===== src/rtl/dc_cal_sched_if.sv =====
`default_nettype none
// ---------------------------------------------------------------------------
// Module   : dc_cal_sched_if
// Purpose  : Control/status bundle between the calibration scheduler and its
//            host / DC compensator. Names carry the scheduler's direction.
// Revision : 1.0 - initial release
// ---------------------------------------------------------------------------
interface dc_cal_sched_if #(
  parameter int WIDTH   = 14,
  parameter int DWELL_W = 16
);
  logic                 i_start;
  logic                 i_stop;
  logic                 i_freeze;
  logic [DWELL_W-1:0]   i_dwell_len;
  logic [WIDTH-1:0]     i_lock_thr;
  logic [WIDTH-1:0]     i_est_in;      // two's complement mean estimate
  logic [4:0]           o_shift;
  logic                 o_est_clear;
  logic                 o_est_hold;
  logic                 o_busy;
  logic                 o_locked;
  logic                 o_fail;
  logic [7:0]           o_relock_cnt;

  // Host / compensator side
  modport master (
    output i_start, i_stop, i_freeze, i_dwell_len, i_lock_thr, i_est_in,
    input  o_shift, o_est_clear, o_est_hold, o_busy, o_locked, o_fail,
           o_relock_cnt
  );

  // Scheduler side
  modport slave (
    input  i_start, i_stop, i_freeze, i_dwell_len, i_lock_thr, i_est_in,
    output o_shift, o_est_clear, o_est_hold, o_busy, o_locked, o_fail,
           o_relock_cnt
  );
endinterface
`default_nettype wire


===== src/rtl/dc_cal_sched.sv =====
`default_nettype none
// ---------------------------------------------------------------------------
// Module   : dc_cal_sched
// Purpose  : Gear-shift calibration scheduler for the ADC DC-removal stage.
//            Steps the compensator tau shift from SHIFT_MIN to SHIFT_MAX as
//            each dwell window settles, then tracks and detects lock loss.
// Revision : 1.0 - initial release
// ---------------------------------------------------------------------------
module dc_cal_sched #(
  parameter int WIDTH     = 14,
  parameter int SHIFT_MIN = 4,
  parameter int SHIFT_MAX = 15,
  parameter int DWELL_W   = 16,
  parameter int RETRY_MAX = 255
) (
  input  wire logic      clk,
  input  wire logic      reset,
  dc_cal_sched_if.slave  bus
);

  localparam int         RETRY_W     = $clog2(RETRY_MAX + 1);
  localparam logic [4:0] C_SHIFT_MIN = 5'(SHIFT_MIN);
  localparam logic [4:0] C_SHIFT_MAX = 5'(SHIFT_MAX);

  typedef enum logic [2:0] {
    S_IDLE  = 3'd0,
    S_CLEAR = 3'd1,
    S_ACQ   = 3'd2,
    S_TRACK = 3'd3,
    S_HOLD  = 3'd4
  } state_t;

  state_t               r_state, w_state;
  state_t               r_saved, w_saved;    // state to resume after HOLD
  logic [4:0]           r_shift, w_shift;
  logic                 r_est_clear, w_est_clear;
  logic                 r_est_hold, w_est_hold;
  logic                 r_busy, w_busy;
  logic                 r_locked, w_locked;
  logic                 r_fail, w_fail;
  logic [7:0]           r_relock_cnt, w_relock_cnt;
  logic [DWELL_W-1:0]   r_win_cnt, w_win_cnt;
  logic [RETRY_W-1:0]   r_retry, w_retry;
  logic [WIDTH-1:0]     r_snap, w_snap;      // estimate at last window start

  logic [DWELL_W-1:0]   w_dwell_m1;
  logic                 w_win_end;
  logic [WIDTH:0]       w_diff;
  logic [WIDTH:0]       w_abs;
  logic [WIDTH-1:0]     w_delta;
  logic [WIDTH+1:0]     w_thr4;
  logic                 w_settled;
  logic                 w_lost;

  // Window end detection and settle/loss comparisons on the estimate delta
  always_comb begin
    w_dwell_m1 = (bus.i_dwell_len == '0) ? '0 : bus.i_dwell_len - DWELL_W'(1);
    w_win_end  = (r_win_cnt == w_dwell_m1);
    // Sign-extend both operands so the difference cannot wrap
    w_diff     = {bus.i_est_in[WIDTH-1], bus.i_est_in} - {r_snap[WIDTH-1], r_snap};
    w_abs      = w_diff[WIDTH] ? (~w_diff + (WIDTH+1)'(1)) : w_diff;
    w_delta    = w_abs[WIDTH] ? '1 : w_abs[WIDTH-1:0];
    w_thr4     = {bus.i_lock_thr, 2'b00};
    w_settled  = (w_delta <= bus.i_lock_thr);
    w_lost     = ({2'b00, w_delta} > w_thr4);
  end

  // Next-state and next-output logic; priority stop > start > freeze > window
  always_comb begin
    w_state      = r_state;
    w_saved      = r_saved;
    w_shift      = r_shift;
    w_est_clear  = 1'b0;
    w_est_hold   = r_est_hold;
    w_busy       = r_busy;
    w_locked     = r_locked;
    w_fail       = r_fail;
    w_relock_cnt = r_relock_cnt;
    w_win_cnt    = r_win_cnt;
    w_retry      = r_retry;
    w_snap       = r_snap;

    if (bus.i_stop) begin
      w_state    = S_IDLE;
      w_shift    = C_SHIFT_MIN;
      w_est_hold = 1'b0;
      w_busy     = 1'b0;
      w_locked   = 1'b0;
    end else if (bus.i_start) begin
      w_state      = S_CLEAR;
      w_shift      = C_SHIFT_MIN;
      w_est_clear  = 1'b1;
      w_est_hold   = 1'b0;
      w_busy       = 1'b1;
      w_locked     = 1'b0;
      w_fail       = 1'b0;
      w_relock_cnt = '0;
    end else begin
      case (r_state)
        S_IDLE: begin
          w_shift = C_SHIFT_MIN;
          w_busy  = 1'b0;
        end
        S_CLEAR: begin
          w_state   = S_ACQ;
          w_shift   = C_SHIFT_MIN;
          w_win_cnt = '0;
          w_retry   = '0;
          w_snap    = '0;
        end
        S_ACQ, S_TRACK: begin
          if (bus.i_freeze) begin
            w_saved    = r_state;
            w_state    = S_HOLD;
            w_est_hold = 1'b1;
          end else begin
            w_win_cnt = r_win_cnt + DWELL_W'(1);
            if (w_win_end) begin
              w_win_cnt = '0;
              w_snap    = bus.i_est_in;
              if (r_state == S_ACQ) begin
                if (w_settled) begin
                  w_retry = '0;
                  if (r_shift < C_SHIFT_MAX) begin
                    w_shift = r_shift + 5'd1;
                  end else begin
                    w_state  = S_TRACK;
                    w_locked = 1'b1;
                  end
                end else begin
                  w_retry = r_retry + RETRY_W'(1);
                  if (r_retry == RETRY_W'(RETRY_MAX - 1)) begin
                    w_fail  = 1'b1;
                    w_state = S_IDLE;
                    w_busy  = 1'b0;
                    w_shift = C_SHIFT_MIN;
                  end
                end
              end else if (w_lost) begin
                // Lock lost: re-acquire from the fast constant, keep estimate
                w_state  = S_ACQ;
                w_locked = 1'b0;
                w_shift  = C_SHIFT_MIN;
                w_retry  = '0;
                if (r_relock_cnt != 8'hFF) begin
                  w_relock_cnt = r_relock_cnt + 8'd1;
                end
              end
            end
          end
        end
        S_HOLD: begin
          if (!bus.i_freeze) begin
            w_state    = r_saved;
            w_est_hold = 1'b0;
            w_win_cnt  = '0;
            w_snap     = bus.i_est_in;
          end
        end
        default: begin
          w_state = S_IDLE;
          w_busy  = 1'b0;
          w_shift = C_SHIFT_MIN;
        end
      endcase
    end
  end

  // State and registered outputs
  always_ff @(posedge clk) begin
    if (reset) begin
      r_state      <= S_IDLE;
      r_saved      <= S_ACQ;
      r_shift      <= C_SHIFT_MIN;
      r_est_clear  <= 1'b0;
      r_est_hold   <= 1'b0;
      r_busy       <= 1'b0;
      r_locked     <= 1'b0;
      r_fail       <= 1'b0;
      r_relock_cnt <= '0;
      r_win_cnt    <= '0;
      r_retry      <= '0;
      r_snap       <= '0;
    end else begin
      r_state      <= w_state;
      r_saved      <= w_saved;
      r_shift      <= w_shift;
      r_est_clear  <= w_est_clear;
      r_est_hold   <= w_est_hold;
      r_busy       <= w_busy;
      r_locked     <= w_locked;
      r_fail       <= w_fail;
      r_relock_cnt <= w_relock_cnt;
      r_win_cnt    <= w_win_cnt;
      r_retry      <= w_retry;
      r_snap       <= w_snap;
    end
  end

  assign bus.o_shift      = r_shift;
  assign bus.o_est_clear  = r_est_clear;
  assign bus.o_est_hold   = r_est_hold;
  assign bus.o_busy       = r_busy;
  assign bus.o_locked     = r_locked;
  assign bus.o_fail       = r_fail;
  assign bus.o_relock_cnt = r_relock_cnt;

endmodule
`default_nettype wire

===== src/flat_wrapper.sv =====
// flat-port wrapper written by rule: the top's interface ports become plain ports
module dc_cal_sched_flat 
#(
  parameter int WIDTH     = 14,
  parameter int SHIFT_MIN = 4,
  parameter int SHIFT_MAX = 15,
  parameter int DWELL_W   = 16,
  parameter int RETRY_MAX = 255
)
  (clk, reset, bus_i_start, bus_i_stop, bus_i_freeze, bus_i_dwell_len, bus_i_lock_thr, bus_i_est_in, bus_o_shift, bus_o_est_clear, bus_o_est_hold, bus_o_busy, bus_o_locked, bus_o_fail, bus_o_relock_cnt);
  dc_cal_sched_if #(.WIDTH(WIDTH), .DWELL_W(DWELL_W)) bus_i ();
  input  wire logic clk;
  input  wire logic reset;
  input wire logic [$bits(bus_i.i_start)-1:0] bus_i_start;
  input wire logic [$bits(bus_i.i_stop)-1:0] bus_i_stop;
  input wire logic [$bits(bus_i.i_freeze)-1:0] bus_i_freeze;
  input wire logic [$bits(bus_i.i_dwell_len)-1:0] bus_i_dwell_len;
  input wire logic [$bits(bus_i.i_lock_thr)-1:0] bus_i_lock_thr;
  input wire logic [$bits(bus_i.i_est_in)-1:0] bus_i_est_in;
  output wire logic [$bits(bus_i.o_shift)-1:0] bus_o_shift;
  output wire logic [$bits(bus_i.o_est_clear)-1:0] bus_o_est_clear;
  output wire logic [$bits(bus_i.o_est_hold)-1:0] bus_o_est_hold;
  output wire logic [$bits(bus_i.o_busy)-1:0] bus_o_busy;
  output wire logic [$bits(bus_i.o_locked)-1:0] bus_o_locked;
  output wire logic [$bits(bus_i.o_fail)-1:0] bus_o_fail;
  output wire logic [$bits(bus_i.o_relock_cnt)-1:0] bus_o_relock_cnt;
  assign bus_i.i_start = bus_i_start;
  assign bus_i.i_stop = bus_i_stop;
  assign bus_i.i_freeze = bus_i_freeze;
  assign bus_i.i_dwell_len = bus_i_dwell_len;
  assign bus_i.i_lock_thr = bus_i_lock_thr;
  assign bus_i.i_est_in = bus_i_est_in;
  assign bus_o_shift = bus_i.o_shift;
  assign bus_o_est_clear = bus_i.o_est_clear;
  assign bus_o_est_hold = bus_i.o_est_hold;
  assign bus_o_busy = bus_i.o_busy;
  assign bus_o_locked = bus_i.o_locked;
  assign bus_o_fail = bus_i.o_fail;
  assign bus_o_relock_cnt = bus_i.o_relock_cnt;
  dc_cal_sched #(.WIDTH(WIDTH), .SHIFT_MIN(SHIFT_MIN), .SHIFT_MAX(SHIFT_MAX), .DWELL_W(DWELL_W), .RETRY_MAX(RETRY_MAX)) u_core (.clk(clk), .reset(reset), .bus(bus_i));
endmodule

===== config.mk =====
export PLATFORM = sky130hd
export DESIGN_NAME = dc_cal_sched_flat
export DESIGN_NICKNAME = d
export VERILOG_FILES = /design/src/rtl/dc_cal_sched_if.sv /design/src/rtl/dc_cal_sched.sv /design/src/flat_wrapper.sv
export SDC_FILE = /design/constraint.sdc
export NUM_CORES = 1
export LEC_CHECK = 0
export ABC_AREA = 1
export ABC_CLOCK_PERIOD_IN_PS = 6400
export CAP_MARGIN = 10
export CORE_AREA = 2 2 147 149
export DETAILED_ROUTE_END_ITERATION = 10
export DIE_AREA = 0 0 149 151
export PLACE_DENSITY = 0.51
export SLEW_MARGIN = 10
export SYNTH_ARGS = -nofsm -noshare
export SYNTH_HDL_FRONTEND = slang
export SYNTH_SLANG_ARGS = --single-unit

===== constraint.sdc =====
create_clock -name clk -period 6.4 [get_ports clk]
set_clock_uncertainty 0.05 [all_clocks]
set_input_delay 1.28 -clock clk [delete_from_list [all_inputs] [get_ports clk]]
set_output_delay 1.28 -clock clk [all_outputs]
set_load 0.01 [all_outputs]

## Yosys cells after proc, flatten, opt, wreduce, memory -nomap -nowiden

Cells that the tools add are included.

- Bits in registers: 62
- Output and inout port bits: 18
- Input port bits: 49
- Logic and storage cells: 155

- Bitwise gates (word level): 6
- $lt $le $gt $ge: 3
- Muxes and demuxes: 64
- Add/subtract/negate cells: 7
- Eq/ne operators: 34
- Reductions and logical operators: 28

Operators with widths:

| kind | number |
|---|---|
| two-way mux 8 bit | 12 |
| two-way mux 16 bit | 4 |
| two-way mux 14 bit | 4 |
| case mux 16 bit (3 select lines) | 1 |
| case mux 14 bit (3 select lines) | 1 |
| two-way mux 5 bit | 7 |
| AND reduction 6 bit | 5 |
| two-way mux 3 bit | 8 |
| two-way mux 1 bit | 21 |
| nonzero test 2 bit | 9 |
| adder 16 x 1 -> 16 bit (second input constant) | 1 |
| adder 8 x 1 -> 8 bit (second input constant) | 2 |
| equality test 16 bit | 1 |
| greater-than comparator 14 x 16 -> 1 bit | 1 |
| logical NOT 16 bit | 1 |
| != test 2 bit (second input constant) | 8 |
| case mux 8 bit (2 select lines) | 1 |
| subtractor 16 x 1 -> 16 bit (second input constant) | 1 |
| adder 15 x 1 -> 15 bit (second input constant) | 1 |
| two-way mux 15 bit | 1 |
| NOT 15 bit | 1 |
| AND reduction 5 bit | 3 |
| subtractor 14 x 14 -> 15 bit | 1 |
| <= comparator 14 bit | 1 |
| other kinds (29) | 46 |

## Longest topological paths before layout

- Depth in word-level cells: 12
- Depth in mapped cells: 33
- Mapped depth without buffers: 33

## Worst setup path after synthesis

OpenSTA, ideal clock, no wires.

- Path kind: input to register
- Start: input port bus_i_est_in[0]
- End: register u_core.r_shift[2] (netlist: u_core.bus.o_shift[2])
- Required time: 6226 ps
- Arrival: 5095 ps
- Stages on the path: 28
- Slack: 1131 ps
- Cells stage by stage: inv_1 ha_1 inv_1 fa_1 inv_1 ha_1 inv_1 nor2_1 nand3_2 nor2_4 nand2_2 nor4_1 a21oi_1 o21ai_0 ha_1 nand2_1 inv_1 nand3_1 nor3_1 nand2_1 nand2_1 nand2_1 nand2_1 inv_1 a211oi_1 nand3_2 a21oi_1 o21ai_0

- Word-level cells in the longest chain between the ends: 11
- Elaborated cells on any way between the ends: 16

Ends and longest elaborated chain:

| item | line | text |
|---|---|---|
| from (decl) | flat_wrapper.sv:19 | `input wire logic [$bits(bus_i.i_est_in)-1:0] bus_i_est_in;` |
| subtractor 14 x 14 -> 15 bit * | dc_cal_sched.sv:60 | `w_diff = {bus.i_est_in[WIDTH-1], bus.i_est_in} - {r_snap[WIDTH-1], r_snap};` |
| NOT 15 bit | dc_cal_sched.sv:61 | `w_abs = w_diff[WIDTH] ? (~w_diff + (WIDTH+1)'(1)) : w_diff;` |
| adder 15 x 1 -> 15 bit | dc_cal_sched.sv:61 |  |
| two-way mux 15 bit * | dc_cal_sched.sv:61 |  |
| two-way mux 14 bit * | dc_cal_sched.sv:62 | `w_delta = w_abs[WIDTH] ? '1 : w_abs[WIDTH-1:0];` |
| <= comparator 14 bit | dc_cal_sched.sv:64 | `w_settled = (w_delta <= bus.i_lock_thr);` |
| two-way mux 5 bit | dc_cal_sched.sv:122 | `if (w_settled) begin` |
| two-way mux 5 bit | dc_cal_sched.sv:121 | `if (r_state == S_ACQ) begin` |
| two-way mux 5 bit | dc_cal_sched.sv:118 | `if (w_win_end) begin` |
| two-way mux 5 bit | dc_cal_sched.sv:112 | `if (bus.i_freeze) begin` |
| case mux 5 bit (2 select lines) | dc_cal_sched.sv:99 | `case (r_state)` |
| to (signal assigned) | dc_cal_sched.sv:187 | `r_shift <= w_shift;` |
| to (decl) | dc_cal_sched.sv:35 | `logic [4:0] r_shift, w_shift;` |

Every way passes the cells marked *; elsewhere a longest branch is shown, timed or not. The select of a mux whose other input is x is not followed.
A chain may end at the register's enable or synchronous reset.

## Worst setup path in the final report

- Start: input port bus_i_est_in[0]
- End: register u_core.r_state[0]

- Word-level cells in the longest chain between the ends: 12
- Elaborated cells on any way between the ends: 17

Ends and longest elaborated chain:

| item | line | text |
|---|---|---|
| subtractor 14 x 14 -> 15 bit * | dc_cal_sched.sv:60 |  |
| NOT 15 bit | dc_cal_sched.sv:61 |  |
| adder 15 x 1 -> 15 bit | dc_cal_sched.sv:61 |  |
| two-way mux 15 bit * | dc_cal_sched.sv:61 |  |
| two-way mux 14 bit * | dc_cal_sched.sv:62 |  |
| <= comparator 14 bit | dc_cal_sched.sv:64 |  |
| two-way mux 3 bit | dc_cal_sched.sv:122 |  |
| two-way mux 3 bit | dc_cal_sched.sv:121 |  |
| two-way mux 3 bit | dc_cal_sched.sv:118 |  |
| two-way mux 3 bit | dc_cal_sched.sv:112 |  |
| case mux 3 bit (4 select lines) | dc_cal_sched.sv:99 |  |
| two-way mux 1 bit | dc_cal_sched.sv:89 | `end else if (bus.i_start) begin` |
| to (signal assigned) | dc_cal_sched.sv:185 | `r_state <= w_state;` |
| to (decl) | dc_cal_sched.sv:33 | `state_t r_state, w_state;` |

Marked as above.

==> reports/metrics.cfg <==
[outcome]
outcome=finished, final reports clean

[power]
p_leak_nw=3.24
power_density_nw_per_um2=166
vdd_drop_max_mv=0.125
power_w=0.00123

[synthesis]
synth_top_cell_by_area=dfxtp_1
synth_compound_area_share_pct=11.7
ys_seq_area_share_pct=20.2
yosysUniqueCellTypes=45
muxShareOfSynthArea_pct=0
synth_top_family_by_area=simple AND/OR/NAND/NOR gates
synth_seq_cells=62
ys_async_sr_fraction_pct=0
synth.area.top_cells=dfxtp_1 20%, nand2_1 16%, ha_1 9.6%
yosys.area_share.simple_pct=44.6
synth_area_per_cell_um2=6.06
synth_xor_area_share_pct=2.28
synth_top_area_share_pct=20.2
synthCells=1014
synth_top_flop_cell=dfxtp_1
syn_area_um2=6150
syn_nets=1111
synth_edf_count=0
synthAdderAreaFrac_pct=9.89
ys_warn_count=0

[sta]
fmax_ghz=0.170
tightest_slew_ns=1.06
rsz0062_at_grt=false
slew-limit-headroom_pct=29.0
final_hold_viol_count=0
slew_viol_final=0
finalCritPeriodShare_pct=91.8
setup_viol=0
fin_tns_setup_ns=0
fin_crit_ns=5.88
whs_ns=0.407

[critical_path]
critPathKind=in -> reg
crit_required_ns=6.58
cp_top_family=simple AND/OR/NAND/NOR gates
max_stage_delay_ns=0.45
cp.arrival_ns=6.06
crit_fanout=5
slowest_stage=clkdlybuf4s50_1
worstSetupEndpointType=flip-flop
start_kind=input port
cpMostUsedCell=inv_1
cp_num_buf_inv=8

[place]
dpl.cell_count=1342
detailed_place_hpwl_um=13500
port_buffers=66
place_area_um2=7070
place_congestion=0.833

[global_route]
grt_pass1_vias=5971
grt_pass1_wl_um=28100
grt_max_degree=30
antenna_found_initial=0
overflow=0
track_usage_pct=15.2

[floorplanning]
start_util_pct=29.5
dieArea_um2=22500
top_level_ports=67
rows=53
die_width_um=149
design.core.area_um2=20800
dieHeight_um=151

[cts]
cts_tree=yes
cts-root-buf=clkbuf_16
cts.repair.resized=0
clk_latency_ns=0.34
cts_setup_buffers=0
cts_max_path_buffers=2
path_clk_slew_ns=0.05
ctsHtreeMaxLevel=3
cts-buffers-inserted=9
cts.sinks=62
hold_buffers=0

[detailed_routing]
via_per_inst=4.71
drt-pass1-iter-count=5
wl_per_cell_um=12.4
drtIter0Drc=361
ant_nets=0
vias=6394
drt-total-wl_um=16800
drc=0

[finish]
nets=1175
antennaDiodeCount=0
drive_gt1_share_pct=7.66
areaGrowthSynthToFinish_pct=20.3
stdcell_count=1358
layout_common_cells=256 x nand2_1, 147 x inv_1, 119 x nor2_1
seq_area_um2=1240
final_common_cell=nand2_1
final_cell_area_um2=7390
fillers=2376
multi_input_area_um2=4220

[worst_hold_path]
hp-class=reg -> reg

[job]
maxCapViolations=0

[metal layers]
layer | vias to the layer above | wire (µm) | GRT usage (%) | part of all wire [%]
met5 | - | 0 | 0 | 0
met4 | 0 | 258 | 4.52 | 1.5
met3 | 20 | 625 | 2.74 | 3.7
met2 | 105 | 7350 | 24.8 | 44
met1 | 2815 | 8610 | 20.5 | 51
li1 | 3454 | - | - | -
[power breakdown]
group          internal, W  switching [W]
combinational     0.000120       0.000180
clock             0.000350       0.000181
sequential        0.000391     0.00000567
[logic make-up after synthesis]
kind of cell / after synthesis
flip-flops: 62
AO/OA/AOI/OAI: 123
adder cells (fa/ha/maj): 48
buffers and inverters: 173
XOR/XNOR: 16
AND/OR/NAND/NOR: 592
[synth_stat cells, types with 8 or more instances]
master,n
o22ai_1,14
nand2_2,9
o21ai_0,33
inv_2,8
a21oi_2,8
xor2_1,16
nand3_2,10
ha_1,47
dfxtp_1,62
a21oi_1,51
nor3_1,29
nand2_1,256
nand3_1,96
nor2_1,119
nand4_1,33
inv_1,147
[worst reg2reg max path, delay by kind of cell (launching register included)]
| family | cells | cell delay [ns] |
|---|---|---|
| simple gates | 14 | 1.91 |
| buf+inv | 6 | 0.52 |
| fa+ha+maj | 3 | 0.87 |
| xor+xnor | 1 | 0.19 |
| compound gates | 6 | 0.71 |
| flops | 1 | 0.33 |
[registers in the layout (all words and copies together) (netlist names), 3 cells and up]
signal,count
u_core.r_win_cnt,16
u_core.r_snap,14
u_core.bus.o_relock_cnt,8
u_core.r_retry,8
u_core.bus.o_shift,5
u_core.r_saved,3
u_core.r_state,3
[final timing paths]
path                            cells past startpoint           endpoint  slack (ns)              start
worst max-delay path                               32  u_core.r_state[0]        0.52    bus_i_est_in[0]
worst min-delay path                                2  u_core.r_saved[0]        0.41  u_core.r_saved[0]
worst max register to register                     30  u_core.r_state[0]        1.70   u_core.r_snap[0]
worst min register to register                      2  u_core.r_saved[0]        0.41  u_core.r_saved[0]
[metrics by stage]
stage,setup WS [ns],util (%)
2_1_floorplan,1.13,-
3_3_place_gp,0.259,33.9
3_5_place_dp,0.146,33.9
4_1_cts,0.474,35.5
5_1_grt,0.0136,35.5
6_report,0.522,35.5
[cell type report]
class / instances / area share, %
Clock buffer: 12 / 3.33
Multi-Input combinational cell: 779 / 57.0
Clock inverter: 4 / 0.948
Timing Repair Buffer: 70 / 9.34
Sequential cell: 62 / 16.8
Inverter: 156 / 7.92
Tap cell: 275 / 4.65
Power figures use the tool's default switching activity.
